**src/rtl/filter_controller_pkg.sv**
```systemverilog
// Shared control definitions for the layer/filter controllers: FSM state type and default counter width.
package filter_controller_pkg;

    localparam int SIZE_W_DEFAULT = 5;

    typedef enum logic [2:0] {
        ST_IDLE  = 3'd0,
        ST_LOAD  = 3'd1,
        ST_CONV  = 3'd2,
        ST_WRITE = 3'd3,
        ST_DONE  = 3'd4
    } filt_state_t;

endpackage

```
**src/rtl/filter_controller_pos.sv**
```systemverilog
// Row-major output-position counter; latches the map size on clear and flags the last position.
module pos_counter #(
    parameter int SIZE_W = filter_controller_pkg::SIZE_W_DEFAULT
) (
    input  logic              clk,
    input  logic              rst,
    input  logic              clear,
    input  logic              advance,
    input  logic [SIZE_W-1:0] size,
    output logic [SIZE_W-1:0] row,
    output logic [SIZE_W-1:0] col,
    output logic              last
);

    localparam logic [SIZE_W-1:0] ONE = SIZE_W'(1);

    logic [SIZE_W-1:0] size_q;
    logic [SIZE_W-1:0] size_m1;

    assign size_m1 = size_q - ONE;
    assign last    = (row == size_m1) && (col == size_m1);

    always_ff @(posedge clk) begin
        if (rst) begin
            size_q <= '0;
            row    <= '0;
            col    <= '0;
        end else if (clear) begin
            size_q <= size;
            row    <= '0;
            col    <= '0;
        end else if (advance) begin
            if (col == size_m1) begin
                col <= '0;
                row <= row + ONE;
            end else begin
                col <= col + ONE;
            end
        end
    end

endmodule

```
**src/rtl/filter_controller.sv**
```systemverilog
// Sequences load/convolve/write over every output position of one filter, then pulses filterFinish.
// All outputs are registers; each request is a level held until its own finish input is seen.
module filter_controller
    import filter_controller_pkg::*;
#(
    parameter int SIZE_W = SIZE_W_DEFAULT
) (
    input  logic              clk,
    input  logic              resetState,
    input  logic              startFilterConv,
    input  logic [SIZE_W-1:0] outputSize,
    input  logic              windowLoaded,
    input  logic              convFinish,
    input  logic              writeFinish,
    output logic              loadWindow,
    output logic              startConv,
    output logic              writeResult,
    output logic [SIZE_W-1:0] outRow,
    output logic [SIZE_W-1:0] outCol,
    output logic              filterFinish
);

    filt_state_t state;
    logic        pos_clear;
    logic        pos_advance;
    logic        pos_last;

    // Counter control follows the same transitions the FSM takes below.
    assign pos_clear   = (state == ST_IDLE) && startFilterConv;
    assign pos_advance = (state == ST_WRITE) && writeFinish && !pos_last;

    pos_counter #(
        .SIZE_W (SIZE_W)
    ) u_pos (
        .clk     (clk),
        .rst     (resetState),
        .clear   (pos_clear),
        .advance (pos_advance),
        .size    (outputSize),
        .row     (outRow),
        .col     (outCol),
        .last    (pos_last)
    );

    always_ff @(posedge clk) begin
        if (resetState) begin
            state        <= ST_IDLE;
            loadWindow   <= 1'b0;
            startConv    <= 1'b0;
            writeResult  <= 1'b0;
            filterFinish <= 1'b0;
        end else begin
            loadWindow   <= 1'b0;
            startConv    <= 1'b0;
            writeResult  <= 1'b0;
            filterFinish <= 1'b0;
            case (state)
                ST_IDLE: begin
                    if (startFilterConv) begin
                        if (outputSize == '0) begin
                            state        <= ST_DONE;
                            filterFinish <= 1'b1;
                        end else begin
                            state      <= ST_LOAD;
                            loadWindow <= 1'b1;
                        end
                    end
                end
                ST_LOAD: begin
                    if (windowLoaded) begin
                        state     <= ST_CONV;
                        startConv <= 1'b1;
                    end else begin
                        loadWindow <= 1'b1;
                    end
                end
                ST_CONV: begin
                    if (convFinish) begin
                        state       <= ST_WRITE;
                        writeResult <= 1'b1;
                    end else begin
                        startConv <= 1'b1;
                    end
                end
                ST_WRITE: begin
                    if (writeFinish) begin
                        if (pos_last) begin
                            state        <= ST_DONE;
                            filterFinish <= 1'b1;
                        end else begin
                            state      <= ST_LOAD;
                            loadWindow <= 1'b1;
                        end
                    end else begin
                        writeResult <= 1'b1;
                    end
                end
                ST_DONE: begin
                    state <= ST_IDLE;
                end
                default: begin
                    state <= ST_IDLE;
                end
            endcase
        end
    end

endmodule

```
**config.mk**
```make
export PLATFORM = sky130hd
export DESIGN_NAME = filter_controller
export DESIGN_NICKNAME = d
export VERILOG_FILES = /design/src/rtl/filter_controller_pkg.sv /design/src/rtl/filter_controller_pos.sv /design/src/rtl/filter_controller.sv
export SDC_FILE = /design/constraint.sdc
export NUM_CORES = 1
export LEC_CHECK = 0
export CAP_MARGIN = 0
export CORE_MARGIN = 2
export CORE_UTILIZATION = 56
export CTS_CLUSTER_DIAMETER = 150
export CTS_CLUSTER_SIZE = 20
export DETAILED_ROUTE_END_ITERATION = 7
export GPL_ROUTABILITY_DRIVEN = 0
export PLACE_DENSITY = 0.88
export RECOVER_POWER = 25
export SLEW_MARGIN = 20
export SYNTH_ARGS = -nofsm -noshare
export SYNTH_HDL_FRONTEND = slang
export SYNTH_SLANG_ARGS = --single-unit
```
**constraint.sdc**
```tcl
create_clock -name clk -period 5.7 [get_ports clk]
set_clock_uncertainty 0.1 [all_clocks]
set_input_delay 0.57 -clock clk [delete_from_list [all_inputs] [get_ports clk]]
set_output_delay 0.57 -clock clk [all_outputs]
set_load 0.1 [all_outputs]
```
# After elaboration in Yosys (flattened, before gate mapping)
# Cells that the tools add are included.
dict set report classes {
  addsub 3
  n_mul 0
  n_div 0
  n_lt_le_gt_ge 0
  n_eq_ne 9
  shift 0
  n_mux 25
  bitwise 0
  reduce_logical 10
}
# cell n
set ops {}
lappend ops {{2-to-1 mux 3 bit} 6}
lappend ops {{2-to-1 mux 1 bit} 13}
lappend ops {{one-hot mux 3 bit (4 select lines)} 1}
lappend ops {{adder 5 x 1 -> 5 bit, second input constant} 2}
lappend ops {{equality test 5 bit} 2}
lappend ops {{!= test 2 bit, second input constant} 4}
lappend ops {{equality test 3 x 2 -> 1 bit, second input constant} 2}
lappend ops {{one-hot mux 1 bit (2 select lines)} 3}
lappend ops {{zero test 5 bit} 1}
lappend ops {{2-to-1 mux 5 bit} 1}
lappend ops {{subtractor 5 x 1 -> 5 bit, second input constant} 1}
lappend ops {{logical AND 1 bit} 4}
lappend ops {{AND reduction 4 bit} 1}
lappend ops {{equality test 3 x 1 -> 1 bit, second input constant} 1}
lappend ops {{zero test 3 bit} 1}
lappend ops {{one-hot mux 1 bit (3 select lines)} 1}
lappend ops {{AND reduction 2 bit} 1}
lappend ops {{OR reduction 2 bit} 1}
lappend ops {{zero test 1 bit} 1}
dict set report totals {
  ff_bits 22
  latchBits 0
  mem_bits_rw 0
  romBits 0
  in_bits 11
  word_cells 55
  n_memories 0
}

# Longest topological paths before layout
# Gate-level depths: netlist of run 1.
dict set report depth {
  word_depth 6
  ltp_mapped 9
}

# Hierarchy
# From an unflattened synthesis of run 1, not the netlist that was laid out.
dict set report hier_totals {
  hier_cells 140
  area_unflattened_um2 1286.2
}
# mod n_inst cells_each area_per_inst_um2
set modules_own_cells {}
lappend modules_own_cells {pos_counter 1 97 897.1}
lappend modules_own_cells {filter_controller 1 43 389.1}

# Least setup slack after synthesis of run 1
# No wires, ideal clock.
dict set report synth_timing {
  path_type {reg2reg}
  startpoint {register u_pos.col[2]}
  endpoint {register u_pos.row[4]}
  t_arrival_ns 2.537
  required_ns 5.530
  slack_ns 2.992
  path_stages_with_launch 7
  path_buffers 1
  period_less_slack_ns 2.708
  cell_sequence {dfxtp_1 > buf_4 > nor4bb_1 > o211ai_1 > or3_1 > or4_1 > a21oi_1}
}
dict set report synth_via {
  elab_chain_cells 5
}
# element line
set synth_rtl {}
lappend synth_rtl {{start, declared} filter_controller_pos.sv:11} ;# output logic [SIZE_W-1:0] col,
lappend synth_rtl {{start signal, assigned} filter_controller_pos.sv:37} ;# col <= col + ONE;
lappend synth_rtl {{equality test 5 bit *} {filter_controller_pos.sv:21, filter_controller_pos.sv:33}}
lappend synth_rtl {{logical AND 1 bit} filter_controller_pos.sv:21} ;# assign last = (row == size_m1) && (col == size_m1);
lappend synth_rtl {{zero test 1 bit} filter_controller.sv:30} ;# assign pos_advance = (state == ST_WRITE) && writeFinish && !pos_last;
lappend synth_rtl {{logical AND 1 bit} filter_controller.sv:30}
lappend synth_rtl {{AND reduction 2 bit (no line) *} --}
lappend synth_rtl {{end signal, assigned} filter_controller_pos.sv:35} ;# row <= row + ONE;
lappend synth_rtl {{end, declared} filter_controller_pos.sv:10} ;# output logic [SIZE_W-1:0] row,
# Mark *: on every way between the ends. The rest lies on a longest branch, timed or not.
# A chain may end at the register's enable or synchronous reset.

# Final worst setup path of run 1
dict set report layout_timing {
  startpoint {register u_pos.col[2]}
  endpoint {output outCol[2]}
}
# element line
set layout_lines {}
lappend layout_lines {{end, declared} filter_controller.sv:19} ;# output logic [SIZE_W-1:0] outCol,
# No word-level cell between the ends.

==> flow_summary.yaml, run 1 <==
outcome:
  outcome: "finished clean"
die:
  core-area_um2: 2430
  start_util_pct: 57.8
  die_area_um2: 2930
  io_pins: 25
  die_y_um: 54.1
  num_rows: 18
  die_x_um: 54.1
critical_path:
  crit_required_ps: 5030
  cpLargestDelayFamily: "buffers and inverters"
  cp.arrival_ps: 2110
  r2r-start: "u_pos.size_q[0]"
  startpoint_type: "flop"
  cp_slowest_cell: "clkdlybuf4s50_1"
  critPathBufInv: 1
  crit_path_max_incr_delay_ps: 1210
  r2r-end: "state[2]"
  crit_chain: "clkdlybuf4s50_1"
  critPathKind: "flop to primary output"
  r2r_cells: 7
  crit_fanout: 10
  cp-startpoint: "u_pos.col[2]"
  critPathCaptureType: "primary output"
  ff2ff_setup_slack_ps: 2960
detailed_routing:
  wl_per_cell_um: 14.9
  drcViolationCount: 0
  drt_pre_antenna_iters: 4
  drtAntennaViolNets: 0
  via_per_inst: 6.16
  drt_iter0_markers: 27
  drt-total-wl_um: 3210
  dr_total_vias: 1324
placement:
  placed_area_um2: 1630
  port_buffers: 24
  dp_hpwl_um: 2430
  dp_cells: 211
grt:
  grt_use_total_pct: 24.4
  grt_pass1_vias: 1217
  grt-ovfl-total: 0
  grt_max_degree: 17
  antenna_found_initial: 0
  grt_pass1_wl_um: 5160
yosys:
  synth_top_area_cell: "dfxtp_1"
  synthTopCellsByCount: "dfxtp_1, nand2_1, a21oi_1"
  synth-edff-count: 0
  netlist-cell-type-count: 52
  yosys_warnings: 0
  ys.flop_type: "dfxtp_1"
  synthArstFlopShare_pct: 0
  synth_area_leaders: "dfxtp_1, nand2_1, a21oi_1"
  synth_seq_cells: 22
  synth_seq_area_share_pct: 31.3
  syn-num-nets: 182
  syn_area_per_cell_um2: 8.36
  synthesis.area_um2: 1410
  syn_inst: 168
  synth_top_area_share_pct: 31.3
clock_network:
  cts_tree: "yes"
  clock-sinks: 22
  clock_path_buffers: 2
  ctsHoldBuffers: 0
  clk_latency_ps: 320
  post-cts-setup-buffer-count: 0
  cts_buffers: 3
  htree_levels: 1
  path_clk_slew_ps: 120
  cts-resized-gates: 0
  cts_root_buf: "clkbuf_4"
finish:
  postLayoutCellArea_um2: 1660
  syn_to_final_growth_pct: 18.1
  fin_util_pct: 68.2
  fin_cells: 215
  drive_gt1_share_pct: 6.49
  diodes: 0
  fillers: 211
  final_nets: 200
power:
  p_per_area_nw_per_um2: 204
  p_leak_nw: 0.565
  ir_drop_v: 0.000182
worst_hold_path:
  holdCritPathClass: "flop to flop"
  worstHoldStart: "u_pos.size_q[1]"
  worst_hold_path.endpoint: "u_pos.size_q[1]"
  hold_depth: 2
timing:
  grt_setup_unrepaired: "false"
  slew_headroom_pct: 34.9
  maxSlewViolCount: 0
  fin_crit_sh_pct: 48.7
  period_minus_slack_ps: 2780
  fmax_ghz: 0.360
  worst_slew_pin_slew_ps: 973
  tns_ps: 0
  hold_violations: 0
  setup_viol: 0
flow_run:
  maxCapViolations: 0
[cells in the final DEF, fill, tap and decap left out, types with 4 or more instances in the layout]
| cell | count |
|---|---|
| or3_1 | 5 |
| dfxtp_1 | 22 |
| nand3_1 | 8 |
| nand2_1 | 22 |
| xor2_1 | 5 |
| clkdlybuf4s50_1 | 21 |
| mux2i_1 | 4 |
| a21oi_1 | 15 |
| xnor2_1 | 7 |
| nor2_1 | 7 |
| inv_1 | 5 |
[stage by stage]
| step | power (mW) | worst slack (ps) | hold WS [ps] |
|---|---|---|---|
| floorplan | 0.232 | 2990 | 360 |
| global placement | 0.249 | 2920 | 377 |
| detailed placement | 0.253 | 2820 | 425 |
| CTS | 0.340 | 2940 | 442 |
| global route | 0.353 | 2680 | 464 |
| finish | 0.338 | 2920 | 442 |
[where the power goes]
part,internal (mW),switching (mW),leakage (nW)
Combinational,0.0311,0.0475,0.366
Sequential,0.160,0.0106,0.179
Clock,0.0391,0.0496,0.0210
[routing by layer]
| layer | wire (um) | track usage [%] | part of all wire, % | up-vias |
|---|---|---|---|---|
| li1 | - | - | - | 652 |
| met1 | 1340 | 26.9 | 42 | 634 |
| met2 | 1700 | 46.1 | 53 | 33 |
| met3 | 110 | 2.50 | 3.4 | 5 |
| met4 | 58 | 11.7 | 1.8 | 0 |
| met5 | 0 | 0 | 0 | - |
[state kept, by name (all words and copies together), names as in the netlist]
register	cells
startConv	1
filterFinish	1
loadWindow	1
u_pos.col	5
state	3
u_pos.row	5
writeResult	1
u_pos.size_q	5
[area by class of cell]
type | count | area [um2] | share of cell area [%]
Clock buffer | 4 | 36.3 | 2.19
Sequential cell | 22 | 440 | 26.5
Inverter | 5 | 18.8 | 1.13
Multi-Input combinational cell | 129 | 882 | 53.2
Tap cell | 30 | 37.5 | 2.26
Timing Repair Buffer | 25 | 244 | 14.7
[worst max path at each step]
stage,endpoint,cells past startpoint
2_1_floorplan,u_pos.row[4],6
5_1_grt,state[2],7
6_report,outCol[2],1
3_5_place_dp,u_pos.row[4],5
4_1_cts,outCol[2],1
3_3_place_gp,u_pos.row[4],5
[cells by family (layout without fill, tap and decap cells)]
group                    count (synthesis)  count (layout)  synth area share, %
AO/OA/AOI/OAI                           46              46                 25.1
XOR/XNOR                                12              12                 7.48
AND/OR/NAND/NOR                         63              63                 23.9
flip-flops                              22              22                 31.3
multiplexers                             5               5                 3.65
adder cells (fa/ha/maj)                  3               3                 2.67
buffers and inverters                   17              34                 5.88
No activity file was read; power rests on OpenSTA's default activity.
==> run 2, diff against run 1 <==
--- a/config.mk
+++ b/config.mk
@@ -7,12 +7,12 @@
 export LEC_CHECK = 0
 export CAP_MARGIN = 0
 export CORE_MARGIN = 2
-export CORE_UTILIZATION = 56
+export CORE_UTILIZATION = 52
 export CTS_CLUSTER_DIAMETER = 150
 export CTS_CLUSTER_SIZE = 20
 export DETAILED_ROUTE_END_ITERATION = 7
 export GPL_ROUTABILITY_DRIVEN = 0
-export PLACE_DENSITY = 0.88
+export PLACE_DENSITY = 0.83
 export RECOVER_POWER = 25
 export SLEW_MARGIN = 20
 export SYNTH_ARGS = -nofsm -noshare
==> constraint.sdc (replaced) <==
create_clock -name clk -period 2.67 [get_ports clk]
set_clock_uncertainty 0.1 [all_clocks]
set_input_delay 0.267 -clock clk [delete_from_list [all_inputs] [get_ports clk]]
set_output_delay 0.267 -clock clk [all_outputs]
set_load 0.1 [all_outputs]
==> flow_summary.yaml, run 2 (synthesized netlist as in run 1, its figures left out) <==
critical_path:
  critPathKind: "flop to flop"
  cp-endpoint: "u_pos.row[0]"
  critPathCaptureType: "flop"
  r2r-start: "u_pos.size_q[0]"
  critPathBufInv: 2
  startpoint_type: "flop"
  cp.arrival_ps: 2630
  r2r-end: "u_pos.row[0]"
  cp-startpoint: "u_pos.size_q[0]"
  crit_chain: "inv_1 > ha_1 > xor2_1 > a21boi_0 > a2111oi_4 > buf_4 > or4_1 > a21oi_1"
  path_depth: 8
  ff2ff_setup_slack_ps: 190
  cp_slowest_cell: "dfxtp_1"
  crit_fanout: 12
  cpLargestDelayFamily: "compound AO/OA/AOI/OAI gates"
  crit_required_ps: 2820
  crit_path_max_incr_delay_ps: 480
  r2r_cells: 8
clock_network:
  clock_path_buffers: 2
  cts_root_buf: "clkbuf_4"
  path_clk_slew_ps: 120
  htree_levels: 1
  clk_latency_ps: 310
  ctsHoldBuffers: 0
  clock-sinks: 22
  cts-resized-gates: 0
  cts_buffers: 3
  cts_tree: "yes"
  post-cts-setup-buffer-count: 0
timing:
  tns_ps: 0
  maxSlewViolCount: 0
  setup_viol: 0
  setup_slack_ps: 186
  hold_violations: 0
  grt_setup_unrepaired: "false"
  fmax_ghz: 0.403
  worst_slew_pin_slew_ps: 1180
  period_minus_slack_ps: 2480
  slew_headroom_pct: 21.6
  fin_crit_sh_pct: 93.0
grt:
  antenna_found_initial: 0
  grt-ovfl-total: 0
  grt_pass1_wl_um: 5220
  grt_use_total_pct: 20.4
  grt_pass1_vias: 1190
  grt_max_degree: 15
die:
  die_x_um: 56.0
  core-area_um2: 2520
  die_area_um2: 3130
  io_pins: 25
  start_util_pct: 55.7
  num_rows: 18
  die_y_um: 56.0
flow_run:
  maxCapViolations: 0
finish:
  regArea_um2: 442
  reg.largest.list: "u_pos.col: 5 flops, u_pos.row: 5 flops, u_pos.size_q: 5 flops"
  drive_gt1_share_pct: 13.3
  final_nets: 203
  mostFrequentLayoutCells: "nand2_1, dfxtp_1, a21oi_1"
  multi_input_area_um2: 882
  postLayoutCellArea_um2: 1650
  fillers: 223
  layout_commonest_cell: "nand2_1"
  diodes: 0
  syn_to_final_growth_pct: 17.1
detailed_routing:
  dr_total_vias: 1310
  drcViolationCount: 0
  drt_pre_antenna_iters: 4
  wl_per_cell_um: 14.1
  drtAntennaViolNets: 0
  drt-total-wl_um: 3080
  drt_iter0_markers: 32
  via_per_inst: 6.01
worst_hold_path:
  holdCritPathClass: "flop to flop"
power:
  clockPowerShare_pct: 32.4
  ir_drop_v: 0.000399
  p_per_area_nw_per_um2: 476
  p_leak_nw: 0.591
  netSwitchingFraction_pct: 28.7
  p_int_mw: 0.558
  p_switching_mw: 0.225
  seq_power_share_pct: 46.5
  finalPower_mw: 0.783
  power_frac_comb_pct: 21.1
placement:
  dp_hpwl_um: 2330
  placed_area_um2: 1620
  pre_cts_ws_ps: 252
  port_buffers: 24
outcome:
  outcome: "finished clean"
[run 2: cell types whose count changed in the layout (fill, tap and decap cells not counted), moves of 2 or more]
| cell | before | now |
|---|---|---|
| dlygate4sd3_1 | 3 | 1 |
| clkdlybuf4s50_1 | 21 | 9 |
| buf_4 | 0 | 12 |
| clkbuf_1 | 1 | 6 |
[run 2: power by group through the flow]
stage / logic (mW) / clock network [mW] / registers (mW)
finish: 0.165 / 0.254 / 0.364
CTS: 0.169 / 0.258 / 0.363
global placement: 0.164 / 0 / 0.369
detailed placement: 0.168 / 0 / 0.370
floorplan: 0.113 / 0 / 0.383
global route: 0.182 / 0.268 / 0.366
[run 2: worst reg2reg max path, cell delays in order (launching register included)]
cell and delay [ps]:
dfxtp_1 480, inv_1 70, ha_1 310, xor2_1 180, a21boi_0 340, a2111oi_4 110, buf_4 210, or4_1 480
a21oi_1 150
[run 2: layout make-up]
type                    count  area share (%)
clock buffers               3            1.37
clock inverters             1            1.83
inverters                   5            1.14
multi-input cells         129            53.6
flip-flops and latches     22            26.8
well taps                  30            2.28
repair buffers             28            12.9
[run 2: metal layers]
metal / vias up / wire length [um] / track usage, %
met2: 32 / 1500 / 35.0
met5: - / 0 / 0
met3: 6 / 114 / 4.65
met1: 612 / 1420 / 25.2
li1: 660 / - / -
met4: 0 / 50 / 6.46
[run 2: metrics by stage]
stage / utilization, % / hold WS [ps] / cells
2_1_floorplan: - / 303 / 168
3_3_place_gp: 64.0 / 380 / 214
3_5_place_dp: 64.0 / 377 / 214
5_1_grt: 65.2 / 433 / 218
6_report: 65.2 / 398 / 218
4_1_cts: 66.1 / 395 / 218
[run 2: how the worst min path moves through the flow]
stage                         start         endpoint  slack (ps)  depth (start not counted)
CTS                 u_pos.size_q[1]  u_pos.size_q[1]         390                          2
detailed placement  u_pos.size_q[1]  u_pos.size_q[1]         380                          2
floorplan             outputSize[3]  u_pos.size_q[3]         300                          2
finish              u_pos.size_q[1]  u_pos.size_q[1]         400                          2
global placement    u_pos.size_q[1]  u_pos.size_q[1]         380                          2
global route          outputSize[0]  u_pos.size_q[0]         430                          3
==> run 3, diff against run 2 <==
--- a/config.mk
+++ b/config.mk
@@ -14,6 +14,7 @@
 export GPL_ROUTABILITY_DRIVEN = 0
 export PLACE_DENSITY = 0.83
 export RECOVER_POWER = 25
+export REMOVE_ABC_BUFFERS = 1
 export SLEW_MARGIN = 20
 export SYNTH_ARGS = -nofsm -noshare
 export SYNTH_HDL_FRONTEND = slang
==> flow_summary.yaml, run 3 (synthesized netlist as in run 1, its figures left out) <==
clock_network:
  clock_path_buffers: 2
  clock-sinks: 22
  cts_tree: "yes"
  path_clk_slew_ps: 120
  htree_levels: 1
  cts_buffers: 3
  cts-resized-gates: 0
  clk_latency_ps: 320
  ctsHoldBuffers: 0
  post-cts-setup-buffer-count: 0
  cts_root_buf: "clkbuf_4"
finish:
  drive_gt1_share_pct: 13.2
  final_nets: 204
  syn_to_final_growth_pct: 16.4
  reg.largest.list: "u_pos.col: 5 flops, u_pos.row: 5 flops, u_pos.size_q: 5 flops"
  mostFrequentLayoutCells: "nand2_1, dfxtp_1, a21oi_1"
  fin_util_pct: 64.8
  diodes: 0
  multi_input_area_um2: 882
  regArea_um2: 440
  fillers: 226
  postLayoutCellArea_um2: 1640
placement:
  port_buffers: 24
  pre_cts_ws_ps: 262
  placed_area_um2: 1620
  dp_hpwl_um: 2360
timing:
  hold_violations: 0
  setup_slack_ps: 242
  worst_slew_pin_slew_ps: 1170
  maxSlewViolCount: 0
  fin_crit_sh_pct: 90.9
  slew_headroom_pct: 22.6
  setup_viol: 0
  fmax_ghz: 0.412
  period_minus_slack_ps: 2430
  tns_ps: 0
  grt_setup_unrepaired: "false"
critical_path:
  startpoint_type: "flop"
  r2r-end: "u_pos.row[4]"
  r2r-start: "u_pos.size_q[0]"
  cp.arrival_ps: 2590
  critPathCaptureType: "flop"
  crit_required_ps: 2840
  r2r_cells: 8
  critPathKind: "flop to flop"
  crit_fanout: 11
  ff2ff_setup_slack_ps: 240
die:
  num_rows: 18
  die_area_um2: 3130
  die_y_um: 56.0
  start_util_pct: 55.7
  core-area_um2: 2520
  io_pins: 25
  die_x_um: 56.0
grt:
  grt_pass1_vias: 1212
  grt-ovfl-total: 0
  grt_max_degree: 15
  antenna_found_initial: 0
  grt_use_total_pct: 21.3
  grt_pass1_wl_um: 5350
detailed_routing:
  via_per_inst: 5.98
  drt_pre_antenna_iters: 4
  dr_total_vias: 1310
  drt-total-wl_um: 3110
  drcViolationCount: 0
  drt_iter0_markers: 67
  wl_per_cell_um: 14.2
  drtAntennaViolNets: 0
power:
  ir_drop_v: 0.000395
  p_per_area_nw_per_um2: 440
  p_leak_nw: 0.589
worst_hold_path:
  worstHoldStart: "u_pos.size_q[1]"
  holdCritPathClass: "flop to flop"
  worst_hold_path.endpoint: "u_pos.size_q[1]"
  hold_depth: 2
outcome:
  outcome: "finished clean"
flow_run:
  maxCapViolations: 0
## run 3: per-stage QoR
stage / hold slack [ps] / total power [mW] / cells
floorplan: 236 / 0.488 / 156
global placement: 380 / 0.533 / 215
detailed placement: 384 / 0.539 / 215
CTS: 393 / 0.728 / 219
global route: 411 / 0.761 / 219
finish: 393 / 0.719 / 219
## run 3: worst max path at each step
stage                          startpoint            to  slack, ps  cells past startpoint
after floorplan              u_pos.col[2]      state[0]       -110                      5
after global placement    u_pos.size_q[0]  u_pos.row[4]        350                      8
after CTS                 u_pos.size_q[0]  u_pos.row[4]        240                      8
final                     u_pos.size_q[0]  u_pos.row[4]        240                      8
after global routing      u_pos.size_q[0]  u_pos.row[4]        120                      8
after detailed placement  u_pos.size_q[0]  u_pos.row[4]        260                      8
## run 3: layout make-up
type                       instances  area share (%)
inverter                           5            1.15
tap                               30            2.30
multi-input combinational        129            53.9
clock buffer                       4            2.22
sequential                        22            26.9
timing repair buffer              29            13.5
## run 3: metal layers
layer	routed length, um	vias to the layer above	GRT usage, %
li1	-	664	-
met1	1400	605	26.8
met2	1520	32	34.1
met3	94	9	3.95
met4	97	0	11.9
met5	0	-	0
## run 3: critical path, stage by stage, from the launching register on
cell       delay (ps)
dfxtp_1           450
inv_1              70
ha_1              300
xor2_1            170
a21boi_0          320
a2111oi_4         110
buf_4             210
or4_1             500
a21oi_1           140
## run 3: power by group
group | total [mW] | internal, mW | switching [mW]
Combinational | 0.166 | 0.0650 | 0.101
Sequential | 0.363 | 0.341 | 0.0221
Clock | 0.190 | 0.0836 | 0.106
